$ cat src/rtl/variable_pkg.sv
// Shared type codes and FSM state encoding for the variable proposer.
package variable_pkg;

  // Variable type codes as presented on in_choosen_type.
  typedef enum logic [1:0] {
    TYPE_BOOL    = 2'd0,
    TYPE_INT     = 2'd1,
    TYPE_DISC    = 2'd2,
    TYPE_ILLEGAL = 2'd3
  } var_type_e;

  // Proposal FSM states.
  typedef enum logic [2:0] {
    ST_IDLE    = 3'd0,
    ST_READ    = 3'd1,
    ST_WAIT    = 3'd2,
    ST_COMPUTE = 3'd3,
    ST_VALID   = 3'd4
  } state_e;

  // True when the type code names a variable kind we can propose for.
  function automatic logic is_legal_type(input logic [1:0] code);
    return (code != TYPE_ILLEGAL);
  endfunction

endpackage

$ cat src/rtl/proposal_arith.sv
// Combinational new-value generator: boolean flip, reflected/clamped
// integer step, and wrapping discrete step.
import variable_pkg::*;

module proposal_arith #(
  parameter int VALUE_WIDTH = 16
) (
  input  logic [1:0]             var_type,
  input  logic [VALUE_WIDTH-1:0] old_value,
  input  logic [3:0]             random_word,
  input  logic [VALUE_WIDTH-1:0] int_min,
  input  logic [VALUE_WIDTH-1:0] int_max,
  input  logic [VALUE_WIDTH-1:0] discrete_max,
  output logic [VALUE_WIDTH-1:0] new_value
);

  localparam int W = VALUE_WIDTH;

  // One extra bit so old +/- 8 can never wrap before the bound checks.
  logic signed [W:0] old_ext_s;
  logic signed [W:0] min_ext_s;
  logic signed [W:0] max_ext_s;
  logic signed [W:0] mag_s;
  logic signed [W:0] fwd_s;
  logic signed [W:0] rev_s;
  logic signed [W:0] pick_s;
  logic signed [W:0] clamp_s;
  logic              dir_neg_s;
  logic [W-1:0]      bool_s;
  logic [W-1:0]      int_s;
  logic [W-1:0]      disc_s;

  // Integer step: try the random direction, reflect on a bound hit, then clamp.
  always_comb begin
    old_ext_s = {old_value[W-1], old_value};
    min_ext_s = {int_min[W-1], int_min};
    max_ext_s = {int_max[W-1], int_max};
    mag_s     = {{(W-2){1'b0}}, random_word[2:0]} + {{W{1'b0}}, 1'b1};
    dir_neg_s = random_word[3];
    if (dir_neg_s) begin
      fwd_s = old_ext_s - mag_s;
      rev_s = old_ext_s + mag_s;
    end else begin
      fwd_s = old_ext_s + mag_s;
      rev_s = old_ext_s - mag_s;
    end
    if ((fwd_s > max_ext_s) || (fwd_s < min_ext_s)) begin
      pick_s = rev_s;
    end else begin
      pick_s = fwd_s;
    end
    if (pick_s > max_ext_s) begin
      clamp_s = max_ext_s;
    end else if (pick_s < min_ext_s) begin
      clamp_s = min_ext_s;
    end else begin
      clamp_s = pick_s;
    end
    int_s = clamp_s[W-1:0];
  end

  // Boolean flip and wrapping discrete step (discrete values are unsigned).
  always_comb begin
    bool_s = {{(W-1){1'b0}}, ~old_value[0]};
    if (random_word[0] == 1'b0) begin
      if (old_value >= discrete_max) begin
        disc_s = {W{1'b0}};
      end else begin
        disc_s = old_value + {{(W-1){1'b0}}, 1'b1};
      end
    end else begin
      if (old_value == {W{1'b0}}) begin
        disc_s = discrete_max;
      end else if (old_value > discrete_max) begin
        disc_s = discrete_max;
      end else begin
        disc_s = old_value - {{(W-1){1'b0}}, 1'b1};
      end
    end
  end

  // Select the result for the requested variable kind.
  always_comb begin
    case (var_type)
      TYPE_BOOL: new_value = bool_s;
      TYPE_INT:  new_value = int_s;
      TYPE_DISC: new_value = disc_s;
      default:   new_value = {W{1'b0}};
    endcase
  end

endmodule

$ cat src/rtl/variable_proposer.sv
// Proposes a new value for one variable: reads its current value from the
// assignment memory, computes a neighbour value and offers it over a
// valid/ready handshake.
import variable_pkg::*;

module variable_proposer #(
  parameter int MAX_BIT_WIDTH_OF_VARIABLES_INDEX = 8,
  parameter int VALUE_WIDTH                      = 16
) (
  input  logic                                        in_clock,
  input  logic                                        in_reset,
  input  logic                                        in_start,
  input  logic [1:0]                                  in_choosen_type,
  input  logic [MAX_BIT_WIDTH_OF_VARIABLES_INDEX-1:0] in_choosen_index,
  input  logic [3:0]                                  in_random,
  input  logic [VALUE_WIDTH-1:0]                      in_int_min,
  input  logic [VALUE_WIDTH-1:0]                      in_int_max,
  input  logic [VALUE_WIDTH-1:0]                      in_discrete_max,
  output logic                                        out_mem_read_enable,
  output logic [1:0]                                  out_mem_read_type,
  output logic [MAX_BIT_WIDTH_OF_VARIABLES_INDEX-1:0] out_mem_read_index,
  input  logic [VALUE_WIDTH-1:0]                      in_mem_read_data,
  output logic                                        out_proposal_valid,
  input  logic                                        in_proposal_ready,
  output logic [1:0]                                  out_proposal_type,
  output logic [MAX_BIT_WIDTH_OF_VARIABLES_INDEX-1:0] out_proposal_index,
  output logic [VALUE_WIDTH-1:0]                      out_old_value,
  output logic [VALUE_WIDTH-1:0]                      out_new_value,
  output logic                                        out_busy,
  output logic                                        out_error
);

  localparam int IW = MAX_BIT_WIDTH_OF_VARIABLES_INDEX;
  localparam int VW = VALUE_WIDTH;

  state_e          state_r;
  state_e          state_nxt_s;
  logic [1:0]      type_r;
  logic [IW-1:0]   index_r;
  logic [3:0]      random_r;
  logic [VW-1:0]   old_r;
  logic [VW-1:0]   new_r;
  logic [VW-1:0]   arith_new_s;
  logic            read_en_r;
  logic            valid_r;
  logic            busy_r;
  logic            error_r;
  logic            read_en_nxt_s;
  logic            valid_nxt_s;
  logic            busy_nxt_s;
  logic            error_nxt_s;

  proposal_arith #(
    .VALUE_WIDTH(VW)
  ) u_arith (
    .var_type     (type_r),
    .old_value    (old_r),
    .random_word  (random_r),
    .int_min      (in_int_min),
    .int_max      (in_int_max),
    .discrete_max (in_discrete_max),
    .new_value    (arith_new_s)
  );

  // FSM state register.
  always_ff @(posedge in_clock or posedge in_reset) begin
    if (in_reset) begin
      state_r <= ST_IDLE;
    end else begin
      state_r <= state_nxt_s;
    end
  end

  // Next-state logic; start is only looked at in IDLE.
  always_comb begin
    state_nxt_s = state_r;
    case (state_r)
      ST_IDLE: begin
        if (in_start) begin
          state_nxt_s = ST_READ;
        end else begin
          state_nxt_s = ST_IDLE;
        end
      end
      ST_READ: state_nxt_s = ST_WAIT;
      ST_WAIT: state_nxt_s = ST_COMPUTE;
      ST_COMPUTE: begin
        if (is_legal_type(type_r)) begin
          state_nxt_s = ST_VALID;
        end else begin
          state_nxt_s = ST_IDLE;
        end
      end
      ST_VALID: begin
        if (in_proposal_ready) begin
          state_nxt_s = ST_IDLE;
        end else begin
          state_nxt_s = ST_VALID;
        end
      end
      default: state_nxt_s = ST_IDLE;
    endcase
  end

  // Output decode from the upcoming state so every flag is a flop output.
  always_comb begin
    read_en_nxt_s = (state_nxt_s == ST_READ);
    valid_nxt_s   = (state_nxt_s == ST_VALID);
    busy_nxt_s    = (state_nxt_s != ST_IDLE);
    if ((state_nxt_s == ST_COMPUTE) && !is_legal_type(type_r)) begin
      error_nxt_s = 1'b1;
    end else begin
      error_nxt_s = 1'b0;
    end
  end

  // Registered status and handshake flags.
  always_ff @(posedge in_clock or posedge in_reset) begin
    if (in_reset) begin
      read_en_r <= 1'b0;
      valid_r   <= 1'b0;
      busy_r    <= 1'b0;
      error_r   <= 1'b0;
    end else begin
      read_en_r <= read_en_nxt_s;
      valid_r   <= valid_nxt_s;
      busy_r    <= busy_nxt_s;
      error_r   <= error_nxt_s;
    end
  end

  // Capture request, old value and computed value; held untouched in VALID.
  always_ff @(posedge in_clock or posedge in_reset) begin
    if (in_reset) begin
      type_r   <= 2'd0;
      index_r  <= {IW{1'b0}};
      random_r <= 4'd0;
      old_r    <= {VW{1'b0}};
      new_r    <= {VW{1'b0}};
    end else begin
      case (state_r)
        ST_IDLE: begin
          if (in_start) begin
            type_r   <= in_choosen_type;
            index_r  <= in_choosen_index;
            random_r <= in_random;
          end
        end
        ST_WAIT:    old_r <= in_mem_read_data;
        ST_COMPUTE: new_r <= arith_new_s;
        default: begin
          old_r <= old_r;
        end
      endcase
    end
  end

  assign out_mem_read_enable = read_en_r;
  assign out_mem_read_type   = type_r;
  assign out_mem_read_index  = index_r;
  assign out_proposal_valid  = valid_r;
  assign out_proposal_type   = type_r;
  assign out_proposal_index  = index_r;
  assign out_old_value       = old_r;
  assign out_new_value       = new_r;
  assign out_busy            = busy_r;
  assign out_error           = error_r;

endmodule

$ cat config.mk
export PLATFORM = sky130hd
export DESIGN_NAME = variable_proposer
export DESIGN_NICKNAME = d
export VERILOG_FILES = /design/src/rtl/variable_pkg.sv /design/src/rtl/proposal_arith.sv /design/src/rtl/variable_proposer.sv
export SDC_FILE = /design/constraint.sdc
export NUM_CORES = 1
export LEC_CHECK = 0
export CAP_MARGIN = 20
export CORE_ASPECT_RATIO = 1.75
export CORE_MARGIN = 5
export CORE_UTILIZATION = 30
export DETAILED_ROUTE_END_ITERATION = 8
export SYNTH_ARGS = -nofsm -noshare
export SYNTH_HDL_FRONTEND = slang
export SYNTH_HIERARCHICAL = 1
export SYNTH_SLANG_ARGS = --single-unit
$ cat constraint.sdc
create_clock -name in_clock -period 9.5 [get_ports in_clock]
set_input_delay 0.95 -clock in_clock [delete_from_list [all_inputs] [get_ports in_clock]]
set_output_delay 0.95 -clock in_clock [all_outputs]
set_load 0.005 [all_outputs]
# --- After elaboration in Yosys (flattened, before gate mapping) ---
# Index checks and enable logic that the tools add are counted.
op_classes:
  n_addsub: 5
  multipliers: 0
  div: 0
  order_cmp: 6
  eq_ne: 10
  shifts: 0
  n_mux: 15
  bitwise_logic: 1
  reduce_logical: 8
op_table:
  columns: ["op", "n"]
  rows:
  - ["$mux W16", 6]
  - ["$mux W17", 3]
  - ["$pmux W16 S3", 1]
  - ["$gt A17 B16 Y1", 2]
  - ["$lt A17 B16 Y1", 2]
  - ["$add A16 B5 Y17", 1]
  - ["$sub A16 B5 Y17", 1]
  - ["$add A16 B1 Y16 const B", 1]
  - ["$ge A16 B16 Y1", 1]
  - ["$gt A16 B16 Y1", 1]
  - ["$logic_not A16 Y1", 1]
  - ["$sub A16 B1 Y16 const B", 1]
  - ["$pmux W3 S5", 1]
  - ["$eq A3 B2 Y1 const B", 3]
  - ["$eq A3 B1 Y1 const B", 2]
  - ["$eq A3 B3 Y1 const B", 2]
  - ["$mux W3", 2]
  - ["$add A3 B1 Y4 const B", 1]
  - ["$logic_not A3 Y1", 1]
  - ["$reduce_bool A3 Y1", 1]
  - ["$eq A2 B1 Y1 const B", 1]
  - ["$eq A2 B2 Y1 const B", 1]
  - ["$logic_not A2 Y1", 1]
  - ["$mux W1", 2]
  - ["other kinds (6)", 6]
totals:
  ff_bits: 53
  latchBits: 0
  ramBits: 0
  mem_bits_ro: 0
  out_inout_bits: 56
  wordCells: 55
  mem_count: 0

# --- Depth between registers and ports, before layout ---
# Gate-level depths: netlist of run 1.
depth:
  ltp_word: 10
  ltp_mapped: 38

# --- Modules after synthesis ---
# Netlist of run 1, hierarchy kept.
by_module_without_submodules:
  columns: ["mod", "instances", "cells_each", "area_each_um2"]
  rows:
  - ["proposal_arith", 1, 607, 4311.6]
  - ["variable_proposer", 1, 128, 2088.3]

# --- Worst setup path after synthesis of run 1 ---
# OpenSTA, ideal clock, no wires.
synth_path:
  path_type: "register -> register"
  start: "register random_r[0]"
  end: "register new_r[15] (netlist: out_new_value[15])"
  arrival_time_ns: 7.526
  required_ns: 9.375
  slack_ns: 1.849
  path_stages_with_launch: 34
  path_buffers: 4
  cell_sequence: "dfrtp_1 > ha_1 > inv_1 > fa_1 > nor2b_1 > o21ai_0 > nand2b_1 > or3_1 > nor3_1 > nand3_1 > o21ai_0 > xor2_1 > ha_1 > a21o_1 > a2111oi_0 > o221a_1 > o31ai_1 > or3_1 > buf_2 > and2_1 > buf_6 > buf_6 > mux2_2 > ha_1 > a21boi_0 > o21a_1 > o2111ai_1 > a21boi_0 > or4b_2 > a32o_1 > clkbuf_1 > a31o_1 > a31o_1 > mux2_2"
synth_via:
  elab_chain_len: 10
synth_lines:
  columns: ["item", "line_no", "rtl"]
  rows:
  - ["start: declaration", "variable_proposer.sv:40", "logic [3:0] random_r;"]
  - ["start signal: assignment", "variable_proposer.sv:146", "random_r <= in_random;"]
  - ["$add A3 B1 Y4", "proposal_arith.sv:38", "mag_s = {{(W-2){1'b0}}, random_word[2:0]} + {{W{1'b0}}, 1'b1};"]
  - ["$add A16 B5 Y17 / $sub A16 B5 Y17 (equally long branches)", null, null]
  - ["$mux W17", "proposal_arith.sv:40", "if (dir_neg_s) begin"]
  - ["$gt A17 B16 Y1 / $lt A17 B16 Y1 (equally long branches)", "proposal_arith.sv:47", "if ((fwd_s > max_ext_s) || (fwd_s < min_ext_s)) begin"]
  - ["$logic_or A1 B1 Y1", "proposal_arith.sv:47", null]
  - ["$mux W17", "proposal_arith.sv:47", null]
  - ["$lt A17 B16 Y1", "proposal_arith.sv:54", "end else if (pick_s < min_ext_s) begin"]
  - ["$mux W16", "proposal_arith.sv:54", null]
  - ["$mux W16", "proposal_arith.sv:52", "if (pick_s > max_ext_s) begin"]
  - ["$pmux W16 S3 *", "proposal_arith.sv:84", "case (var_type)"]
  - ["via arith_new_s[15]", "variable_proposer.sv:43", "logic [VW-1:0] arith_new_s;"]
  - ["end signal: assignment", "variable_proposer.sv:139", "new_r <= {VW{1'b0}};"]
  - ["end signal: assignment", "variable_proposer.sv:150", "ST_COMPUTE: new_r <= arith_new_s;"]
  - ["end: declaration", "variable_proposer.sv:42", "logic [VW-1:0] new_r;"]
# The timed path passes the listed nets; every way through them passes the cells marked *.
# A chain may end at the register's enable or synchronous reset.

# --- Worst setup path after layout of run 1 ---
# Ends and elaborated chain as after synthesis.

==> out/metrics.yaml, run 1 <==
outcome:
  status: "finished, final reports clean"
setup_path:
  cp_max_fo: 10
  worstPathRequired_ns: 9.70
  crit_arrival_ns: 9.19
  rrSetupSlack_ns: 0.51
  crit_type: "reg2reg"
  crit_path_max_incr_delay_ns: 0.67
  crit_top_cell: "ha_1"
  crit_path_start_kind: "flop"
  worst_r2r_endpoint: "out_new_value[15]$_DFFE_PP0P_"
  setup.worst_path.end_class: "flop"
  crit_slowest_cell: "a2111oi_0"
  r2r_cells: 31
  r2r-start: "random_r[0]$_DFFE_PP0P_"
logic_synthesis:
  ys_ff_latch: 53
  synthDistinctLibCells: 67
  avgSynthCellArea_um2: 8.707
  synth-edff-count: 0
  netlist_area_um2: 6400
  synthCells: 735
  synthFlopType: "dfrtp_1"
  async_reset_ff_share_pct: 100.0
  syn_nets: 912
  seq_area_frac_synth_pct: 20.72
  yosysWarnings: 6
layout:
  drive_gt1_share_pct: 10.75
  multiInputGateArea_um2: 4617
  final_cells: 1108
  area_growth_pct: 27.39
  num_antenna_cells: 0
  layout_common_cells: "clkdlybuf4s50_1, ha_1, inv_1"
  seq_area_um2: 1326
  nNetsFinal: 1032
  n_fill_cell: 2125
  final_common_cell: "clkdlybuf4s50_1"
clock_network:
  cts_resized: 0
  root_buffer: "clkbuf_16"
  cts_sinks: 53
  path_clk_slew_ns: 0.08
  clk_path_buf_depth: 2
  cts-buffers-inserted: 5
  post_cts_buffers: 0
  cts_hold_buf: 0
  cts_tree: "done"
  insertion_delay_ns: 0.31
  htreeDepth: 2
global_routing:
  antenna_found_initial: 0
  grt_pass1_vias: 6258
  grt_use_met1_pct: 18.47
  grt_start_max_net_pins: 54
  track_usage_pct: 18.40
  busiest_layer: "met2"
  met3_usage_pct: 1.859
  grt_pass1_wl_um: 34840
  met2_usage_pct: 35.49
  gr-total-overflow: 0
timing:
  drv_slew: 0
  final-hold-violation-count: 0
  fin_crit_sh_pct: 94.65
  fmax_ghz: 0.1112
  rsz0062_at_grt: "false"
  finalCriticalPeriod_ns: 8.992
  slew_headroom_pct: 33.55
  final.setup.tns_ns: 0
  fin_skew_ns: 0.01125
  setup_viol: 0
  worst_slew_pin_slew_ns: 0.9947
worst_hold_path:
  hold_depth: 1
  hold_class: "reg2reg"
  worstHoldEndpoint: "out_new_value[10]$_DFFE_PP0P_"
  hold_start: "out_new_value[10]$_DFFE_PP0P_"
power:
  p_leak_nw: 3.669
  power_density_nw_per_um2: 393.5
  peakVddDrop_mv: 0.2013
floorplanning:
  die_h_um: 203.2
  coreArea_um2: 20930
  die_w_um: 120.4
  ios: 138
  die_area_um2: 24470
  num_rows: 70
  initial_core_util_pct: 30.57
placed_design:
  gp_congestion: 0.9406
  dp.cells: 1099
  hpwl_um: 19070
  io_buffers: 137
routing:
  drt_first_pass_iters: 4
  route.detailed.drc: 0
  postRouteAntennaNets: 0
  viasPerCell: 5.406
  dr_total_vias: 5990
  wirelength_um: 22790
  routedWlPerCell_um: 20.57
  drt_first_iter_violations: 294
flow_run:
  drv_cap: 0
-- state kept, by name (all words and copies together) (netlist names) --
| register | cells |
|---|---|
| out_error | 1 |
| out_proposal_valid | 1 |
| out_old_value | 16 |
| out_mem_read_enable | 1 |
| out_mem_read_index | 8 |
| out_mem_read_type | 2 |
| out_busy | 1 |
| random_r | 4 |
| out_new_value | 16 |
| state_r | 3 |
-- kinds of logic after synthesis --
logic type / Yosys count / share of synthesized area (%)
flip-flops: 53 / 20.72
AND/OR/NAND/NOR: 195 / 16.03
buffers and inverters: 100 / 7.175
XOR/XNOR: 55 / 7.527
multiplexers: 75 / 12.73
AO/OA/AOI/OAI: 162 / 17.01
adder cells (fa/ha/maj): 95 / 18.81
-- final cells by class --
cell class              instances  area share [%]
multi-input cells             582           56.63
flip-flops and latches         53           16.27
clock buffers                   5           1.535
well taps                     252           3.867
clock inverters                 3          0.3069
repair buffers                156           18.77
inverters                      57           2.624
-- how the worst max path moves through the flow --
stage | start | to | cells after the start
2_1_floorplan | random_r[0]$_DFFE_PP0P_ | out_new_value[15]$_DFFE_PP0P_ | 33
3_3_place_gp | random_r[0]$_DFFE_PP0P_ | out_new_value[15]$_DFFE_PP0P_ | 31
3_5_place_dp | random_r[0]$_DFFE_PP0P_ | out_new_value[15]$_DFFE_PP0P_ | 31
4_1_cts | random_r[0]$_DFFE_PP0P_ | out_new_value[15]$_DFFE_PP0P_ | 31
5_1_grt | random_r[0]$_DFFE_PP0P_ | out_new_value[15]$_DFFE_PP0P_ | 31
6_report | random_r[0]$_DFFE_PP0P_ | out_new_value[15]$_DFFE_PP0P_ | 31
-- cells in the mapped netlist (all sizes together), types with 6 or more instances --
| cell type | count | area (um2) |
|---|---|---|
| nor2b | 10 | 62.56 |
| o21a | 6 | 45.04 |
| mux2i | 27 | 274.0 |
| o22ai | 8 | 50.05 |
| nand2b | 11 | 68.82 |
| mux2 | 48 | 540.5 |
| nor3 | 11 | 55.05 |
| nand4 | 13 | 81.33 |
| a21oi | 27 | 138.9 |
| a21o | 16 | 120.1 |
| a2bb2oi | 6 | 52.55 |
| inv | 57 | 214.0 |
| xor2 | 27 | 236.5 |
| and2 | 6 | 37.54 |
| or2 | 8 | 50.05 |
| ha | 93 | 1164 |
| buf | 22 | 166.4 |
| nand2 | 36 | 135.1 |
| or3 | 6 | 37.54 |
| o21ai | 50 | 250.2 |
| and3 | 6 | 37.54 |
| nor2 | 45 | 168.9 |
| a221o | 9 | 90.09 |
| nand3 | 27 | 135.1 |
| clkbuf | 21 | 78.83 |
| dfrtp | 53 | 1326 |
| xnor2 | 28 | 245.2 |
-- metal layers --
layer / share of wire, % / up-vias / routed length [um]
li1: - / 2877 / -
met1: 36 / 2884 / 8243
met2: 54 / 162 / 12400
met3: 3.1 / 67 / 706
met4: 6.3 / 0 / 1438
met5: 0 / - / 0
-- worst max-delay path, delay by kind of cell (launching register included) --
kind | cells | cell delay (ns)
AOI/OAI and AO/OA | 13 | 2.99
and+or+nand+nor | 8 | 2.58
adders and majority gates | 4 | 1.44
xor gates and xnor gates | 2 | 0.63
buffers and inverters | 3 | 0.53
DFF | 1 | 0.44
muxes | 1 | 0.26
-- where the power goes --
part / total, W / leakage, nW / switching [W] / internal, W
Combinational: 0.00246 / 2.95 / 0.00128 / 0.00118
Clock: 0.000201 / 0.0704 / 0.000101 / 0.0000998
Sequential: 0.000551 / 0.650 / 0.000222 / 0.000329
Total: 0.00321 / 3.67 / 0.00160 / 0.00160
-- through the flow --
stage	power, W	hold slack (ns)	util, %	setup WS, ns	instance area [um2]
after floorplan	0.002128	0.4946	-	1.849	6400
after global placement	0.002981	0.4901	38.18	0.6143	7991
after CTS	0.003214	0.5172	38.89	0.4868	8142
after global routing	0.003478	0.5300	38.95	0.03840	8153
after detailed placement	0.002997	0.4966	38.18	0.5272	7991
final	0.003208	0.5119	38.95	0.5084	8153
(Power assumes the default switching activity.)
==> run 2: changes to the inputs <==
DONT_BUFFER_PORTS = 1   (was default)
==> run 2 against run 1 <==
  * Routed wire length shrank 3.7%
  * Flip-flop and latch count is the same
  * Via count shrank 8.3%
  * Worst hold slack gained 0.036 ns
  * Sequential share of layout area grew 3.2 points
  * Register-to-register slack gained 0.20 ns
  * Critical path type unchanged
  * Largest cell class unchanged
==> out/metrics.yaml, run 2 (synthesis results as in run 1) <==
floorplanning:
  die_h_um: 203.2  # unchanged
  num_rows: 70  # unchanged
  coreArea_um2: 20930  # unchanged
  die_w_um: 120.4  # unchanged
  initial_core_util_pct: 30.57  # unchanged
  die_area_um2: 24470  # unchanged
  ios: 138  # unchanged
timing:
  finalCriticalPeriod_ns: 8.792  # -0.1999 ns
  fin_skew_ns: 0.01570  # +0.004449 ns
  slew_headroom_pct: 33.94  # +0.39 points
  worst_slack_ns: 0.7082  # +0.1999 ns
  final.setup.tns_ns: 0  # unchanged
  final-hold-violation-count: 0  # unchanged
  setup_viol: 0  # unchanged
  hold_ws_ns: 0.5478  # +0.03589 ns
  worst_slew_pin_slew_ns: 0.9898  # -0.004832 ns
  rsz0062_at_grt: "false"
  drv_slew: 0  # unchanged
  fin_crit_sh_pct: 92.55  # -2.1 points
  fmax_ghz: 0.1137  # +2.3%
placed_design:
  gp_congestion: 0.9384  # -0.23%
  io_buffers: 0  # -100%
  pre_cts_slack_ns: 0.8229  # +0.2956 ns
  hpwl_um: 18460  # -3.2%
setup_path:
  crit_arrival_ns: 9.00  # -0.19 ns
  crit_path_start_kind: "flop"
  crit_path_max_incr_delay_ns: 0.64  # -0.03 ns
  cp_max_fo: 14  # +4
  worstPathRequired_ns: 9.70  # about the same
  setup.worst_path.end_class: "flop"
  r2r_cells: 30  # -3.2%
  crit_type: "reg2reg"
  crit_slowest_cell: "or4b_2"
clock_network:
  clk_path_buf_depth: 2  # unchanged
  cts-buffers-inserted: 5  # unchanged
  insertion_delay_ns: 0.32  # about the same
  cts_hold_buf: 0  # unchanged
  path_clk_slew_ns: 0.09  # about the same
  root_buffer: "clkbuf_16"
  htreeDepth: 2  # unchanged
  cts_tree: "done"
  cts_resized: 0  # unchanged
  post_cts_buffers: 0  # unchanged
  cts_sinks: 53  # unchanged
routing:
  dr_total_vias: 5490  # -8.3%
  wirelength_um: 21950  # -3.7%
  routedWlPerCell_um: 22.58  # +9.8%
  route.detailed.drc: 0  # unchanged
  viasPerCell: 5.648  # +4.5%
  drt_first_iter_violations: 326  # +11%
  postRouteAntennaNets: 0  # unchanged
  drt_first_pass_iters: 6  # +2
worst_hold_path:
  hold_depth: 1  # unchanged
  hold_class: "reg2reg"
layout:
  area_growth_pct: 6.412
  final_common_cell: "ha_1"
  multiInputGateArea_um2: 4617  # unchanged
  num_antenna_cells: 0  # unchanged
  layout_common_cells: "ha_1, inv_1, dfrtp_1"
  nNetsFinal: 896  # -13%
  n_fill_cell: 2174  # +2.3%
  seq_area_um2: 1326  # unchanged
  drive_gt1_share_pct: 12.92  # +2.2 points
global_routing:
  grt_pass1_vias: 5714  # -8.7%
  track_usage_pct: 17.79  # -0.61 points
  antenna_found_initial: 0  # unchanged
  grt_pass1_wl_um: 33240  # -4.6%
  gr-total-overflow: 0  # unchanged
  grt_start_max_net_pins: 54  # unchanged
power:
  power_density_nw_per_um2: 437.4  # +11%
  p_leak_nw: 3.156  # -14%
  peakVddDrop_mv: 0.1623  # -19%
  total_power_w: 0.002979  # -7.1%
outcome:
  status: "finished, final reports clean"
flow_run:
  drv_cap: 0  # unchanged
## run 2: changes by cell type in the layout (fill, tap and decap cells not counted), sizes merged
| cell | change |
|---|---|
| clkdlybuf4s50 | -137 |
| buf | +1 |
| bufinv | +1 |
| clkbuf | +1 |
| clkinv | -1 |
| inv | -1 |
## run 2: cell type report
cell class                 count  share of cell area (%)
multi-input combinational    582                   67.79
sequential                    53                   19.47
tap                          252                   4.630
inverter                      57                   3.142
timing repair buffer          20                   2.370
clock buffer                   6                   2.039
clock inverter                 2                  0.5512
## run 2: stage by stage
step | utilization, % | cell area (um2) | cells
final | 32.53 | 6810 | 972
after CTS | 32.41 | 6784 | 970
after global placement | 31.57 | 6608 | 962
after floorplan | - | 6400 | 735
after global routing | 32.53 | 6810 | 972
after detailed placement | 31.57 | 6608 | 962
## run 2: power breakdown
| group | internal [W] | switching [W] | total, W | leakage [nW] |
|---|---|---|---|---|
| clock network | 0.000132 | 0.0000978 | 0.000230 | 0.0831 |
| registers | 0.000330 | 0.000229 | 0.000559 | 0.650 |
| logic | 0.000965 | 0.00123 | 0.00219 | 2.42 |
## run 2: worst paths after layout
| path | slack (ns) | start | end |
|---|---|---|---|
| hold / removal | 0.55 | out_new_value[5]$_DFFE_PP0P_ | out_new_value[5]$_DFFE_PP0P_ |
| max in group asynchronous | 8.30 | in_reset | out_mem_read_index[0]$_DFFE_PP0P_ |
| setup / recovery | 0.71 | random_r[0]$_DFFE_PP0P_ | out_new_value[15]$_DFFE_PP0P_ |
| hold reg to reg | 0.55 | out_new_value[5]$_DFFE_PP0P_ | out_new_value[5]$_DFFE_PP0P_ |
| min in group asynchronous | 0.72 | in_reset | out_old_value[14]$_DFFE_PP0N_ |
| setup reg to reg | 0.71 | random_r[0]$_DFFE_PP0P_ | out_new_value[15]$_DFFE_PP0P_ |
## run 2: routing by layer
| layer | vias up | global-route usage (%) | part of all wire (%) | wire length [um] |
|---|---|---|---|---|
| li1 | 2601 | - | - | - |
| met1 | 2627 | 17.64 | 34 | 7468 |
| met2 | 206 | 35.03 | 56 | 12350 |
| met3 | 56 | 2.747 | 5.0 | 1102 |
| met4 | 0 | 8.671 | 4.7 | 1032 |
| met5 | - | 0 | 0 | 0 |
## run 2: critical path, delay by kind of cell (launching register included)
family / cells / cell delay [ns]
compound gates: 10 / 2.17
xor+xnor: 2 / 0.60
fa+ha+maj: 4 / 1.51
buf+inv: 2 / 0.29
flops: 1 / 0.44
mux: 1 / 0.26
simple gates: 11 / 3.41
==> run 3: changes to the inputs <==
SLEW_MARGIN = 20   (was default)
==> run 3 against run 2 <==
  * Design area did not move
  * Largest cell class unchanged
  * Worst setup slack improved by 0.026 ns
  * Non-clock buffer count did not move
  * Power rose by 0.11%
  * Routed wire length rose by 0.18%
  * Die area did not move
==> out/metrics.yaml, run 3 (synthesis results as in run 1) <==
outcome:
  status: "finished, final reports clean"
floorplanning:
  num_rows: 70  # unchanged
  die_w_um: 120.4  # unchanged
  coreArea_um2: 20930  # unchanged
  ios: 138  # unchanged
  die_area_um2: 24470  # unchanged
  initial_core_util_pct: 30.57  # unchanged
  die_h_um: 203.2  # unchanged
power:
  peakVddDrop_mv: 0.1628  # +0.36%
  p_comb_share_pct: 73.6  # about the same
  power_density_nw_per_um2: 437.9  # +0.11%
  p_sw_share_pct: 52.17  # +0.060 points
  pwr-share-clk_pct: 7.7  # about the same
  p_switching_w: 0.001556  # +0.22%
  power.share.sequential_pct: 18.7  # about the same
  p_leak_nw: 3.156  # unchanged
  intPower_w: 0.001426  # about the same
routing:
  routedWlPerCell_um: 22.62  # +0.18%
  met1Wirelength_um: 7540  # +0.96%
  viasPerCell: 5.650  # about the same
  route.detailed.drc: 0  # unchanged
  routed-wl-met3_um: 1041  # -5.5%
  drt_first_iter_violations: 325  # -0.31%
  top_layer_used: "met4"
  postRouteAntennaNets: 0  # unchanged
  wirelength_um: 21990  # +0.18%
  drt_first_pass_iters: 5  # -1
  wl_met2_um: 12380  # +0.26%
  dr_total_vias: 5492  # +0.036%
layout:
  layout_common_cells: "ha_1, inv_1, dfrtp_1"
  area_growth_pct: 6.412  # unchanged
  final_common_cell: "ha_1"
  seq_area_um2: 1326  # unchanged
  nNetsFinal: 896  # unchanged
  n_fill_cell: 2174  # unchanged
  finalInstanceArea_um2: 6810  # unchanged
  num_antenna_cells: 0  # unchanged
  drive_gt1_share_pct: 12.92  # unchanged
  multiInputGateArea_um2: 4617  # unchanged
timing:
  setup_viol: 0  # unchanged
  fmax_ghz: 0.1141  # +0.30%
  fin_skew_ns: 0.01598  # +0.0002802 ns
  finalCriticalPeriod_ns: 8.766  # -0.02599 ns
  final-hold-violation-count: 0  # unchanged
  worst_slew_pin_slew_ns: 0.9859  # -0.003892 ns
  drv_slew: 0  # unchanged
  rsz0062_at_grt: "false"
  final.setup.tns_ns: 0  # unchanged
  slew_headroom_pct: 34.03  # +0.088 points
  fin_crit_sh_pct: 92.27  # -0.27 points
clock_network:
  post_cts_buffers: 0  # unchanged
  root_buffer: "clkbuf_16"
  cts_tree: "done"
  path_clk_slew_ns: 0.09  # about the same
  clk_path_buf_depth: 2  # unchanged
  cts_hold_buf: 0  # unchanged
  insertion_delay_ns: 0.32  # about the same
  cts_sinks: 53  # unchanged
  cts-buffers-inserted: 5  # unchanged
  cts_resized: 0  # unchanged
  htreeDepth: 2  # unchanged
global_routing:
  gr-total-overflow: 0  # unchanged
  grt_start_max_net_pins: 54  # unchanged
  grt_pass1_vias: 5714  # unchanged
  antenna_found_initial: 0  # unchanged
  grt_pass1_wl_um: 33240  # unchanged
  track_usage_pct: 17.79  # unchanged
placed_design:
  gp_congestion: 0.9384  # unchanged
  placed_area_um2: 6608  # unchanged
  hpwl_um: 18460  # unchanged
  io_buffers: 0  # unchanged
setup_path:
  crit_path_start_kind: "flop"
  crit_family: "simple AND/OR/NAND/NOR gates"
  worstPathRequired_ns: 9.76  # +0.06 ns
  crit_type: "reg2reg"
  rrSetupSlack_ns: 0.73  # +0.03 ns
  crit_arrival_ns: 9.02  # +0.02 ns
  setup.worst_path.end_class: "flop"
  path_buf_inv: 3  # +1
  cp_max_fo: 14  # unchanged
  crit_path_max_incr_delay_ns: 0.64  # about the same
  crit_slowest_cell: "or4b_2"
flow_run:
  drv_cap: 0  # unchanged
worst_hold_path:
  hold_class: "reg2reg"
-- run 3: cell counts in the layout (fill, tap and decap cells not counted) --
No cell type changed its count.
-- run 3: final cells by class --
cell class | instances | share of cell area [%]
multi-input cells | 582 | 67.79
flip-flops and latches | 53 | 19.47
well taps | 252 | 4.630
inverters | 57 | 3.142
repair buffers | 20 | 2.370
clock buffers | 6 | 2.039
clock inverters | 2 | 0.5512
-- run 3: routing by layer --
layer | up-vias | global-route usage [%]
li1 | 2603 | -
met1 | 2644 | 17.64
met2 | 195 | 35.03
met3 | 50 | 2.747
met4 | 0 | 8.671
met5 | - | 0
-- run 3: power by group through the flow --
stage | Combinational, W | Clock, W | Sequential (W)
4_1_cts | 0.00216 | 0.000236 | 0.000562
3_5_place_dp | 0.00215 | 0 | 0.000566
2_1_floorplan | 0.00169 | 0 | 0.000435
3_3_place_gp | 0.00214 | 0 | 0.000565
6_report | 0.00219 | 0.000230 | 0.000558
5_1_grt | 0.00243 | 0.000245 | 0.000584
-- run 3: metrics by stage --
step / hold WS [ns] / setup WS [ns] / power (W) / utilization (%) / instances
floorplan: 0.4946 / 1.849 / 0.002128 / - / 735
global placement: 0.5238 / 0.7746 / 0.002704 / 31.57 / 962
detailed placement: 0.5327 / 0.8229 / 0.002721 / 31.57 / 962
CTS: 0.5516 / 0.7773 / 0.002962 / 32.41 / 970
global route: 0.5580 / 0.1847 / 0.003259 / 32.53 / 972
finish: 0.5479 / 0.7342 / 0.002982 / 32.53 / 972
-- run 3: worst paths after layout --
kind                                                     end                         start  cells past startpoint
max                             out_new_value[9]$_DFFE_PP0P_       random_r[0]$_DFFE_PP0P_                     32
min                             out_new_value[5]$_DFFE_PP0P_  out_new_value[5]$_DFFE_PP0P_                      1
max reg2reg                     out_new_value[9]$_DFFE_PP0P_       random_r[0]$_DFFE_PP0P_                     32
min reg2reg                     out_new_value[5]$_DFFE_PP0P_  out_new_value[5]$_DFFE_PP0P_                      1
max in group asynchronous  out_mem_read_index[0]$_DFFE_PP0P_                      in_reset                      2
min in group asynchronous      out_old_value[14]$_DFFE_PP0N_                      in_reset                      2
